===== src/rtl/pipe_stage_regs_pkg.sv =====
// Shared types for the front-end pipeline registers: stage payload structs,
// the canonical NOP word and the ResultSrc encoding.
package pipe_pkg;

  localparam logic [31:0] NOP = 32'h0000_0013;

  typedef enum logic [1:0] {
    RESULT_SRC_ALU = 2'd0,
    RESULT_SRC_MEM = 2'd1,
    RESULT_SRC_PC4 = 2'd2
  } result_src_t;

  typedef struct packed {
    logic [31:0] instr;
    logic [31:0] pc;
    logic [31:0] pc_plus4;
    logic        valid;
  } if_id_t;

  typedef struct packed {
    logic        reg_write;
    result_src_t result_src;
    logic        mem_write;
    logic        jump;
    logic        branch;
    logic [2:0]  alu_control;
    logic        alu_src;
    logic [31:0] rd1;
    logic [31:0] rd2;
    logic [4:0]  rs1;
    logic [4:0]  rs2;
    logic [4:0]  rd;
    logic [31:0] imm_ext;
    logic [31:0] pc;
    logic [31:0] pc_plus4;
    logic        valid;
  } id_ex_t;

endpackage


===== src/rtl/pipe_stage_regs_if.sv =====
// Hazard commands, fetch/decode inputs and the registered stage outputs.
// master = hazard unit / datapath side, slave = the register bank.
interface pipe_stage_regs_if;
  logic        StallF, StallD, FlushD, FlushE;
  logic        PCSrcE;
  logic [31:0] PCTargetE;
  logic [31:0] InstrF;

  logic        RegWriteD, MemWriteD, JumpD, BranchD, ALUSrcD;
  logic [1:0]  ResultSrcD;
  logic [2:0]  ALUControlD;
  logic [31:0] RD1D, RD2D, ImmExtD;
  logic [4:0]  Rs1D, Rs2D, RdD;

  logic [31:0] PCF, PCPlus4F;
  logic [31:0] InstrD, PCD, PCPlus4D;
  logic        ValidD;

  logic        RegWriteE, MemWriteE, JumpE, BranchE, ALUSrcE;
  logic [1:0]  ResultSrcE;
  logic [2:0]  ALUControlE;
  logic [31:0] RD1E, RD2E, ImmExtE, PCE, PCPlus4E;
  logic [4:0]  Rs1E, Rs2E, RdE;
  logic        ValidE;

  logic [31:0] StallCnt, FlushCnt;

  modport master (
    output StallF, StallD, FlushD, FlushE, PCSrcE, PCTargetE, InstrF,
           RegWriteD, ResultSrcD, MemWriteD, JumpD, BranchD, ALUControlD,
           ALUSrcD, RD1D, RD2D, Rs1D, Rs2D, RdD, ImmExtD,
    input  PCF, PCPlus4F, InstrD, PCD, PCPlus4D, ValidD,
           RegWriteE, ResultSrcE, MemWriteE, JumpE, BranchE, ALUControlE,
           ALUSrcE, RD1E, RD2E, Rs1E, Rs2E, RdE, ImmExtE, PCE, PCPlus4E,
           ValidE, StallCnt, FlushCnt
  );

  modport slave (
    input  StallF, StallD, FlushD, FlushE, PCSrcE, PCTargetE, InstrF,
           RegWriteD, ResultSrcD, MemWriteD, JumpD, BranchD, ALUControlD,
           ALUSrcD, RD1D, RD2D, Rs1D, Rs2D, RdD, ImmExtD,
    output PCF, PCPlus4F, InstrD, PCD, PCPlus4D, ValidD,
           RegWriteE, ResultSrcE, MemWriteE, JumpE, BranchE, ALUControlE,
           ALUSrcE, RD1E, RD2E, Rs1E, Rs2E, RdE, ImmExtE, PCE, PCPlus4E,
           ValidE, StallCnt, FlushCnt
  );
endinterface


===== src/rtl/pipe_stage_regs_reg.sv =====
// Generic pipeline register: clear beats enable; reset and clear both load
// CLR_VALUE so a reset stage looks exactly like a flushed one.
module pipe_reg #(
  parameter int               WIDTH     = 32,
  parameter logic [WIDTH-1:0] CLR_VALUE = '0
) (
  input  logic             clk,
  input  logic             rst_n,
  input  logic             i_en,
  input  logic             i_clr,
  input  logic [WIDTH-1:0] i_d,
  output logic [WIDTH-1:0] o_q
);
  logic [WIDTH-1:0] r_q;

  always_ff @(posedge clk or negedge rst_n) begin
    if (!rst_n)     r_q <= CLR_VALUE;
    else if (i_clr) r_q <= CLR_VALUE;
    else if (i_en)  r_q <= i_d;
  end

  assign o_q = r_q;
endmodule


===== src/rtl/pipe_stage_regs.sv =====
// PC, IF/ID and ID/EX registers driven by hazard-unit stall/flush commands,
// plus stall/flush event counters for performance debug.
module pipe_stage_regs
  import pipe_pkg::*;
#(
  parameter logic [31:0] RESET_PC  = 32'h0000_0000,
  parameter logic [31:0] NOP_INSTR = NOP
) (
  input logic              clk,
  input logic              rst_n,
  pipe_stage_regs_if.slave bus
);
  localparam if_id_t IF_ID_CLR = '{instr: NOP_INSTR, default: '0};
  localparam id_ex_t ID_EX_CLR = '{result_src: RESULT_SRC_ALU, default: '0};

  logic [31:0] w_pc, w_pc_plus4, w_pc_next;
  if_id_t      w_if_id_d, w_if_id_q;
  id_ex_t      w_id_ex_d, w_id_ex_q;
  logic [31:0] r_stall_cnt, r_flush_cnt;

  assign w_pc_plus4 = w_pc + 32'd4;
  // StallF with PCSrcE is illegal; the enable gate makes the stall win anyway.
  assign w_pc_next  = bus.PCSrcE ? bus.PCTargetE : w_pc_plus4;

  pipe_reg #(.WIDTH(32), .CLR_VALUE(RESET_PC)) u_pc (
    .clk(clk), .rst_n(rst_n), .i_en(~bus.StallF), .i_clr(1'b0),
    .i_d(w_pc_next), .o_q(w_pc)
  );

  always_comb begin
    w_if_id_d          = IF_ID_CLR;
    w_if_id_d.instr    = bus.InstrF;
    w_if_id_d.pc       = w_pc;
    w_if_id_d.pc_plus4 = w_pc_plus4;
    w_if_id_d.valid    = 1'b1;
  end

  pipe_reg #(.WIDTH($bits(if_id_t)), .CLR_VALUE(IF_ID_CLR)) u_if_id (
    .clk(clk), .rst_n(rst_n), .i_en(~bus.StallD), .i_clr(bus.FlushD),
    .i_d(w_if_id_d), .o_q(w_if_id_q)
  );

  always_comb begin
    w_id_ex_d             = ID_EX_CLR;
    w_id_ex_d.reg_write   = bus.RegWriteD;
    w_id_ex_d.result_src  = result_src_t'(bus.ResultSrcD);
    w_id_ex_d.mem_write   = bus.MemWriteD;
    w_id_ex_d.jump        = bus.JumpD;
    w_id_ex_d.branch      = bus.BranchD;
    w_id_ex_d.alu_control = bus.ALUControlD;
    w_id_ex_d.alu_src     = bus.ALUSrcD;
    w_id_ex_d.rd1         = bus.RD1D;
    w_id_ex_d.rd2         = bus.RD2D;
    w_id_ex_d.rs1         = bus.Rs1D;
    w_id_ex_d.rs2         = bus.Rs2D;
    w_id_ex_d.rd          = bus.RdD;
    w_id_ex_d.imm_ext     = bus.ImmExtD;
    w_id_ex_d.pc          = w_if_id_q.pc;
    w_id_ex_d.pc_plus4    = w_if_id_q.pc_plus4;
    w_id_ex_d.valid       = w_if_id_q.valid;
  end

  pipe_reg #(.WIDTH($bits(id_ex_t)), .CLR_VALUE(ID_EX_CLR)) u_id_ex (
    .clk(clk), .rst_n(rst_n), .i_en(1'b1), .i_clr(bus.FlushE),
    .i_d(w_id_ex_d), .o_q(w_id_ex_q)
  );

  always_ff @(posedge clk or negedge rst_n) begin
    if (!rst_n) begin
      r_stall_cnt <= '0;
      r_flush_cnt <= '0;
    end else begin
      if (bus.StallD && !bus.FlushD)  r_stall_cnt <= r_stall_cnt + 32'd1;
      if (bus.FlushD || bus.FlushE)   r_flush_cnt <= r_flush_cnt + 32'd1;
    end
  end

  assign bus.PCF         = w_pc;
  assign bus.PCPlus4F    = w_pc_plus4;
  assign bus.InstrD      = w_if_id_q.instr;
  assign bus.PCD         = w_if_id_q.pc;
  assign bus.PCPlus4D    = w_if_id_q.pc_plus4;
  assign bus.ValidD      = w_if_id_q.valid;
  assign bus.RegWriteE   = w_id_ex_q.reg_write;
  assign bus.ResultSrcE  = w_id_ex_q.result_src;
  assign bus.MemWriteE   = w_id_ex_q.mem_write;
  assign bus.JumpE       = w_id_ex_q.jump;
  assign bus.BranchE     = w_id_ex_q.branch;
  assign bus.ALUControlE = w_id_ex_q.alu_control;
  assign bus.ALUSrcE     = w_id_ex_q.alu_src;
  assign bus.RD1E        = w_id_ex_q.rd1;
  assign bus.RD2E        = w_id_ex_q.rd2;
  assign bus.Rs1E        = w_id_ex_q.rs1;
  assign bus.Rs2E        = w_id_ex_q.rs2;
  assign bus.RdE         = w_id_ex_q.rd;
  assign bus.ImmExtE     = w_id_ex_q.imm_ext;
  assign bus.PCE         = w_id_ex_q.pc;
  assign bus.PCPlus4E    = w_id_ex_q.pc_plus4;
  assign bus.ValidE      = w_id_ex_q.valid;
  assign bus.StallCnt    = r_stall_cnt;
  assign bus.FlushCnt    = r_flush_cnt;
endmodule


===== src/flat_wrapper.sv =====
// flat-port wrapper written by rule: the top's interface ports become plain ports
module pipe_stage_regs_flat import pipe_pkg::*;
#(
  parameter logic [31:0] RESET_PC  = 32'h0000_0000,
  parameter logic [31:0] NOP_INSTR = NOP
)
  (clk, rst_n, bus_StallF, bus_StallD, bus_FlushD, bus_FlushE, bus_PCSrcE, bus_PCTargetE, bus_InstrF, bus_RegWriteD, bus_ResultSrcD, bus_MemWriteD, bus_JumpD, bus_BranchD, bus_ALUControlD, bus_ALUSrcD, bus_RD1D, bus_RD2D, bus_Rs1D, bus_Rs2D, bus_RdD, bus_ImmExtD, bus_PCF, bus_PCPlus4F, bus_InstrD, bus_PCD, bus_PCPlus4D, bus_ValidD, bus_RegWriteE, bus_ResultSrcE, bus_MemWriteE, bus_JumpE, bus_BranchE, bus_ALUControlE, bus_ALUSrcE, bus_RD1E, bus_RD2E, bus_Rs1E, bus_Rs2E, bus_RdE, bus_ImmExtE, bus_PCE, bus_PCPlus4E, bus_ValidE, bus_StallCnt, bus_FlushCnt);
  pipe_stage_regs_if bus_i ();
  input logic clk;
  input logic rst_n;
  input wire logic [$bits(bus_i.StallF)-1:0] bus_StallF;
  input wire logic [$bits(bus_i.StallD)-1:0] bus_StallD;
  input wire logic [$bits(bus_i.FlushD)-1:0] bus_FlushD;
  input wire logic [$bits(bus_i.FlushE)-1:0] bus_FlushE;
  input wire logic [$bits(bus_i.PCSrcE)-1:0] bus_PCSrcE;
  input wire logic [$bits(bus_i.PCTargetE)-1:0] bus_PCTargetE;
  input wire logic [$bits(bus_i.InstrF)-1:0] bus_InstrF;
  input wire logic [$bits(bus_i.RegWriteD)-1:0] bus_RegWriteD;
  input wire logic [$bits(bus_i.ResultSrcD)-1:0] bus_ResultSrcD;
  input wire logic [$bits(bus_i.MemWriteD)-1:0] bus_MemWriteD;
  input wire logic [$bits(bus_i.JumpD)-1:0] bus_JumpD;
  input wire logic [$bits(bus_i.BranchD)-1:0] bus_BranchD;
  input wire logic [$bits(bus_i.ALUControlD)-1:0] bus_ALUControlD;
  input wire logic [$bits(bus_i.ALUSrcD)-1:0] bus_ALUSrcD;
  input wire logic [$bits(bus_i.RD1D)-1:0] bus_RD1D;
  input wire logic [$bits(bus_i.RD2D)-1:0] bus_RD2D;
  input wire logic [$bits(bus_i.Rs1D)-1:0] bus_Rs1D;
  input wire logic [$bits(bus_i.Rs2D)-1:0] bus_Rs2D;
  input wire logic [$bits(bus_i.RdD)-1:0] bus_RdD;
  input wire logic [$bits(bus_i.ImmExtD)-1:0] bus_ImmExtD;
  output wire logic [$bits(bus_i.PCF)-1:0] bus_PCF;
  output wire logic [$bits(bus_i.PCPlus4F)-1:0] bus_PCPlus4F;
  output wire logic [$bits(bus_i.InstrD)-1:0] bus_InstrD;
  output wire logic [$bits(bus_i.PCD)-1:0] bus_PCD;
  output wire logic [$bits(bus_i.PCPlus4D)-1:0] bus_PCPlus4D;
  output wire logic [$bits(bus_i.ValidD)-1:0] bus_ValidD;
  output wire logic [$bits(bus_i.RegWriteE)-1:0] bus_RegWriteE;
  output wire logic [$bits(bus_i.ResultSrcE)-1:0] bus_ResultSrcE;
  output wire logic [$bits(bus_i.MemWriteE)-1:0] bus_MemWriteE;
  output wire logic [$bits(bus_i.JumpE)-1:0] bus_JumpE;
  output wire logic [$bits(bus_i.BranchE)-1:0] bus_BranchE;
  output wire logic [$bits(bus_i.ALUControlE)-1:0] bus_ALUControlE;
  output wire logic [$bits(bus_i.ALUSrcE)-1:0] bus_ALUSrcE;
  output wire logic [$bits(bus_i.RD1E)-1:0] bus_RD1E;
  output wire logic [$bits(bus_i.RD2E)-1:0] bus_RD2E;
  output wire logic [$bits(bus_i.Rs1E)-1:0] bus_Rs1E;
  output wire logic [$bits(bus_i.Rs2E)-1:0] bus_Rs2E;
  output wire logic [$bits(bus_i.RdE)-1:0] bus_RdE;
  output wire logic [$bits(bus_i.ImmExtE)-1:0] bus_ImmExtE;
  output wire logic [$bits(bus_i.PCE)-1:0] bus_PCE;
  output wire logic [$bits(bus_i.PCPlus4E)-1:0] bus_PCPlus4E;
  output wire logic [$bits(bus_i.ValidE)-1:0] bus_ValidE;
  output wire logic [$bits(bus_i.StallCnt)-1:0] bus_StallCnt;
  output wire logic [$bits(bus_i.FlushCnt)-1:0] bus_FlushCnt;
  assign bus_i.StallF = bus_StallF;
  assign bus_i.StallD = bus_StallD;
  assign bus_i.FlushD = bus_FlushD;
  assign bus_i.FlushE = bus_FlushE;
  assign bus_i.PCSrcE = bus_PCSrcE;
  assign bus_i.PCTargetE = bus_PCTargetE;
  assign bus_i.InstrF = bus_InstrF;
  assign bus_i.RegWriteD = bus_RegWriteD;
  assign bus_i.ResultSrcD = bus_ResultSrcD;
  assign bus_i.MemWriteD = bus_MemWriteD;
  assign bus_i.JumpD = bus_JumpD;
  assign bus_i.BranchD = bus_BranchD;
  assign bus_i.ALUControlD = bus_ALUControlD;
  assign bus_i.ALUSrcD = bus_ALUSrcD;
  assign bus_i.RD1D = bus_RD1D;
  assign bus_i.RD2D = bus_RD2D;
  assign bus_i.Rs1D = bus_Rs1D;
  assign bus_i.Rs2D = bus_Rs2D;
  assign bus_i.RdD = bus_RdD;
  assign bus_i.ImmExtD = bus_ImmExtD;
  assign bus_PCF = bus_i.PCF;
  assign bus_PCPlus4F = bus_i.PCPlus4F;
  assign bus_InstrD = bus_i.InstrD;
  assign bus_PCD = bus_i.PCD;
  assign bus_PCPlus4D = bus_i.PCPlus4D;
  assign bus_ValidD = bus_i.ValidD;
  assign bus_RegWriteE = bus_i.RegWriteE;
  assign bus_ResultSrcE = bus_i.ResultSrcE;
  assign bus_MemWriteE = bus_i.MemWriteE;
  assign bus_JumpE = bus_i.JumpE;
  assign bus_BranchE = bus_i.BranchE;
  assign bus_ALUControlE = bus_i.ALUControlE;
  assign bus_ALUSrcE = bus_i.ALUSrcE;
  assign bus_RD1E = bus_i.RD1E;
  assign bus_RD2E = bus_i.RD2E;
  assign bus_Rs1E = bus_i.Rs1E;
  assign bus_Rs2E = bus_i.Rs2E;
  assign bus_RdE = bus_i.RdE;
  assign bus_ImmExtE = bus_i.ImmExtE;
  assign bus_PCE = bus_i.PCE;
  assign bus_PCPlus4E = bus_i.PCPlus4E;
  assign bus_ValidE = bus_i.ValidE;
  assign bus_StallCnt = bus_i.StallCnt;
  assign bus_FlushCnt = bus_i.FlushCnt;
  pipe_stage_regs #(.RESET_PC(RESET_PC), .NOP_INSTR(NOP_INSTR)) u_core (.clk(clk), .rst_n(rst_n), .bus(bus_i));
endmodule

===== config.mk =====
export PLATFORM = sky130hd
export DESIGN_NAME = pipe_stage_regs_flat
export DESIGN_NICKNAME = d
export VERILOG_FILES = /design/src/rtl/pipe_stage_regs_pkg.sv /design/src/rtl/pipe_stage_regs_if.sv /design/src/rtl/pipe_stage_regs_reg.sv /design/src/rtl/pipe_stage_regs.sv /design/src/flat_wrapper.sv
export SDC_FILE = /design/constraint.sdc
export NUM_CORES = 1
export LEC_CHECK = 0
export BUFFER_PORTS_ARGS = -buffer_cell sky130_fd_sc_hd__buf_4
export CORE_AREA = 4 4 231 233
export DETAILED_ROUTE_END_ITERATION = 12
export DIE_AREA = 0 0 235 237
export HOLD_SLACK_MARGIN = 0.03
export PLACE_DENSITY = 0.57
export SYNTH_ARGS = -nofsm -noshare
export SYNTH_HDL_FRONTEND = slang
export SYNTH_SLANG_ARGS = --single-unit

===== constraint.sdc =====
create_clock -name clk -period 3.1 [get_ports clk]
set_input_delay 0.62 -clock clk [delete_from_list [all_inputs] [get_ports clk]]
set_output_delay 0.62 -clock clk [all_outputs]
set_load 0.05 [all_outputs]

# After elaboration in Yosys (flattened, before gate mapping)
# Cells that the tools add are included.
[word_totals] word_cells=16 regBits=379
[classes] n_reduce_logical=3 muxes=4 n_addsub=3 n_eq_ne=1
[op_table] op="$mux W97" n=2
[op_table] op="$mux W186" n=1
[op_table] op="$add A32 B1 Y32 const B" n=2
[op_table] op="$add A32 B3 Y32 const B" n=1
[op_table] op="$mux W32" n=1
[op_table] op="$ne A2 B1 Y1 const B" n=1
[op_table] op="$logic_and A1 B1 Y1" n=1
[op_table] op="$logic_not A1 Y1" n=1
[op_table] op="$logic_or A1 B1 Y1" n=1

# Depth between registers and ports, before layout
[logic_depth] depth_word=3 ltp_mapped=7 ltp_nobuf=5

# By module
# A second synthesis with hierarchy kept.
[hier_totals] hier_cells=1447 area_unflattened_um2=16896.2
[modules_own_cells] module="pipe_reg at u_core.u_id_ex" cells_each=600 n_inst=1 area_per_inst_um2=7582.3 seq_area_each_um2=4654.5
[modules_own_cells] module="pipe_stage_regs" cells_each=431 n_inst=1 area_per_inst_um2=4060.1 seq_area_each_um2=1601.5
[modules_own_cells] module="pipe_reg at u_core.u_if_id" cells_each=313 n_inst=1 area_per_inst_um2=3930.0 seq_area_each_um2=2431.1
[modules_own_cells] module="pipe_reg at u_core.u_pc" cells_each=103 n_inst=1 area_per_inst_um2=1323.8 seq_area_each_um2=800.8

# Least setup slack after synthesis
# Ideal clock, no wire load.
[synth_timing] kind="reg-to-output" from="register u_core.u_pc.r_q[2] (netlist: u_core.u_pc.o_q[2])" to="output port bus_PCPlus4F[22]" setup_slack_ns=-0.584 path_buffers=2 t_arrival_ns=3.064 stages_incl_launch_ff=8 required_time_ns=2.480 cell_sequence="dfrtp_1 > ha_1 > clkbuf_1 > inv_1 > nor4_1 > buf_2 > nand3_1 > xnor2_1"
[synth_between] elab_chain_cells=1
[synth_lines] item="start: declaration" line_no="pipe_stage_regs_reg.sv:14" source="logic [WIDTH-1:0] r_q;"
[synth_lines] item="start signal: assignment" line_no="pipe_stage_regs_reg.sv:19" source="else if (i_en) r_q <= i_d;"
[synth_lines] item="$add A32 B3 Y32" line_no="pipe_stage_regs.sv:21" source="assign w_pc_plus4 = w_pc + 32'd4;"
[synth_lines] item="end: declaration" line_no="flat_wrapper.sv:32" source="output wire logic [$bits(bus_i.PCPlus4F)-1:0] bus_PCPlus4F;"
# Every way passes these cells.

# Worst setup path in the final report
[layout_timing] from="register u_core.u_pc.r_q[12] (netlist: u_core.u_pc.o_q[12])" to="output port bus_PCPlus4F[19]"
# Same word-level chain as after synthesis.

==> results.ini <==
[status]
run_status=finished, violations left
violations=setup timing

[global_routing]
grtUsageTotal_pct=20.0
grt_first_pass_wirelength_mm=86.4
overflow=0
grt_max_degree=96
grt_pass1_vias=12800
antenna_found_initial=3

[floorplanning]
placeableCoreArea_sq_um=51200
start_util_pct=29.6
std_cell_rows=83
ioPinCount=603
die_area_sq_um=55700
dieHeight_microns=237
die_w_microns=235

[synth]
yosys.cell_types.count=56
synth_xor_area_share_pct=4.34
synth_fa_ha_area_share_pct=0.248
synth_area_leaders=dfrtp_1, nor2b_1, mux2i_1, xnor2_1, nor2_1
synth_top_area_share_pct=61.4
synth-seq-cells=375
synthMuxAreaShare_pct=4.53
ys_top_cells_by_count=dfrtp_1, nor2b_1, nor2_1
synth_area_sq_um=15200
synth-edff-count=0
ys_warn_count=0
synth_compound_area_share_pct=6.12
synth_top_family_by_area=simple AND/OR/NAND/NOR gates
synth.most_common_cell=dfrtp_1
async_flop_share_pct=100
syn-num-nets=1503
yosys.area_share.simple_pct=19.8
synth_seq_area_share_pct=62.0
synth_largest_area_cell=dfrtp_1
syn_avg_cell_area_sq_um=11.6
syn_inst=1308
synth_ff_type=dfrtp_1

[timing]
finalMaxSlewViolations=0
fin_skew_ns=0.0149
grt_setup_unrepaired=true
worst_slew_pin_slew_ns=0.722
hold_slack_ns=0.265
timing.slew.headroom_pct=51.4
min_period_over_period_pct=101
clock.fmax_mhz=318
hold_viol=0
setup_viol=4
postLayoutSetupSlackWorst_ns=-0.0426
period_needed_ns=3.14

[placed_design]
routabilityCongestion=0.830
hpwl_mm=42.4
io_buffers=602

[final_layout]
fillers=4863
final_nets=2151
drive_gt1_share_pct=42.1
syn2layout_area_growth_pct=51.2

[detailed_routing]
drtIter0Drc=724
drt-total-wl_mm=58.1
drc=0
wl_per_cell_microns=21.8
antenna_left=0
firstDrtPassIters=5
vias=12700
avgViaCountPerCell=4.74

[power_and_ir_drop]
power_frac_clock_pct=36.6
swShare_pct=34.4
vdd_ir_drop_max_mv=0.423
power_density_nw_per_um2=662
pwr-share-seq_pct=37.1
comb_power_share_pct=26.3
total_power_mw=15.2
p_int_mw=9.96
p_leak_nw=11.3
p_sw_mw=5.22

[setup_path]
max_stage_delay_ns=0.61
reg2reg_to=u_core.u_pc.o_q[22]
cp.buffers_inverters=1
worstSetupEndpointType=primary output
path_class=flip-flop to primary output
crit_arrival_ns=2.52
reg2regPathDepth=8
startpoint=u_core.u_pc.o_q[12]
rr_startpoint=u_core.u_pc.o_q[7]
cp_top_family=simple AND/OR/NAND/NOR gates
critPathLaunchType=flip-flop
critPathMostFrequentCell=or4_4
required_ns=2.48
cp_max_fo=7
rrSetupSlack_ns=0.78
critPathSlowestCell=or4_4
crit_chain=nand2_1, or4_4, or4_4, nand2_2, buf_8

[hold_path]
whs_path_depth=2
min_from=bus_RD2D[1]
hold_path_class=primary input to flip-flop
min_to=u_core.u_id_ex.o_q[113]

[clock_network]
clock-sinks=375
cts-buffers-inserted=46
cts-root-buf=clkbuf_16
clkLatencyLatePin_ns=0.57
cts_buffer_depth=3
h-tree-depth=2
cts_tree=yes
clkTransAtPathRegs_ns=0.06

[job]
drv_cap=0

what timing repair did:
action                                  CTS  global route
endpoints found under the hold margin    10             0
resized for setup                        51            49
pin swaps                                10            17
buffers inserted                         16            18
gates cloned                              2             0
hold buffers                              1             0
endpoints found under the setup margin   19            20
worst max path at each step:
stage / slack (ns) / endpoint / depth (start not counted)
2_1_floorplan: -0.02 / bus_PCPlus4F[22] / 7
3_3_place_gp: 0.22 / bus_PCPlus4F[21] / 5
3_5_place_dp: 0.18 / bus_PCPlus4F[19] / 5
4_1_cts: -0.13 / bus_PCPlus4F[23] / 6
5_1_grt: -0.13 / bus_PCPlus4F[28] / 7
6_report: -0.04 / bus_PCPlus4F[19] / 5
power groups by stage:
| stage | clock [mW] | sequential, mW | combinational [mW] |
|---|---|---|---|
| 2_1_floorplan | 0 | 6.92 | 1.05 |
| 3_3_place_gp | 0 | 5.69 | 3.81 |
| 3_5_place_dp | 0 | 5.71 | 3.81 |
| 4_1_cts | 5.71 | 5.63 | 3.93 |
| 5_1_grt | 5.91 | 5.68 | 4.20 |
| 6_report | 5.56 | 5.63 | 3.99 |
routing by layer:
metal | share of wire, % | wire length [microns] | track usage [%] | up-vias
met5 | 0.046 | 27 | 0 | -
met4 | 2.4 | 1400 | 5.23 | 4
met3 | 9.1 | 5280 | 7.49 | 95
met2 | 50 | 29300 | 34.9 | 517
met1 | 38 | 22100 | 23.4 | 6272
li1 | - | - | - | 5780
cell type report:
| class | instances | area, sq um | share of cell area (%) |
|---|---|---|---|
| sequential | 375 | 9400 | 41.0 |
| multi-input combinational | 822 | 5620 | 24.5 |
| timing repair buffer | 689 | 5390 | 23.5 |
| clock buffer | 61 | 1270 | 5.53 |
| tap | 680 | 851 | 3.71 |
| clock inverter | 22 | 294 | 1.28 |
| inverter | 22 | 86.3 | 0.377 |
| antenna | 2 | 5.00 | 0.0218 |
state kept, by name (all words and copies together) (netlist names):
register	cells
u_core.u_id_ex.o_q	184
u_core.bus.StallCnt	32
u_core.u_if_id.o_q	95
u_core.bus.FlushCnt	32
u_core.u_pc.o_q	32
layout by cell type (no fill, tap or decap), drive strengths merged, types with 9 or more instances in the layout:
cell type,netlist,layout
clkinv,1,13
and4,9,9
inv,21,24
a311oi,13,13
nand3,44,44
or4,8,10
dfrtp,372,372
nand2b,9,9
o21ai,21,21
a21oi,26,26
buf,19,688
nor3,23,23
mux2i,64,64
nand2,51,51
and3,20,20
nor2b,186,186
nor2,113,113
o311ai,10,10
nor4,18,18
xor2,19,19
clkbuf,72,61
xnor2,56,56
nand4,36,36
kinds of logic after synthesis:
family	after synthesis
AOI/OAI and AO/OA	129
adders and majority gates	3
muxes	68
DFF	375
buffers and inverters	113
xor gates and xnor gates	75
and+or+nand+nor	545
worst reg2reg max path: cells and delay by family (launching register included):
family / cells / cell delay [ns]
simple gates: 2 / 0.42
flops: 1 / 0.40
compound gates: 2 / 0.66
buf+inv: 4 / 0.67
through the flow:
stage	instance area, sq um	std cells	setup TNS, ns	worst slack [ns]	utilization, %
finish	22900	2673	-0.0919	-0.0426	44.8
floorplan	15200	1308	-0.0178	-0.0178	-
global route	22900	2671	-0.874	-0.133	44.8
CTS	22600	2653	-1.20	-0.128	44.1
detailed placement	20600	2551	0	0.184	40.3
global placement	20600	2551	0	0.220	40.3
Note: power is estimated with default switching activity, not from simulation.
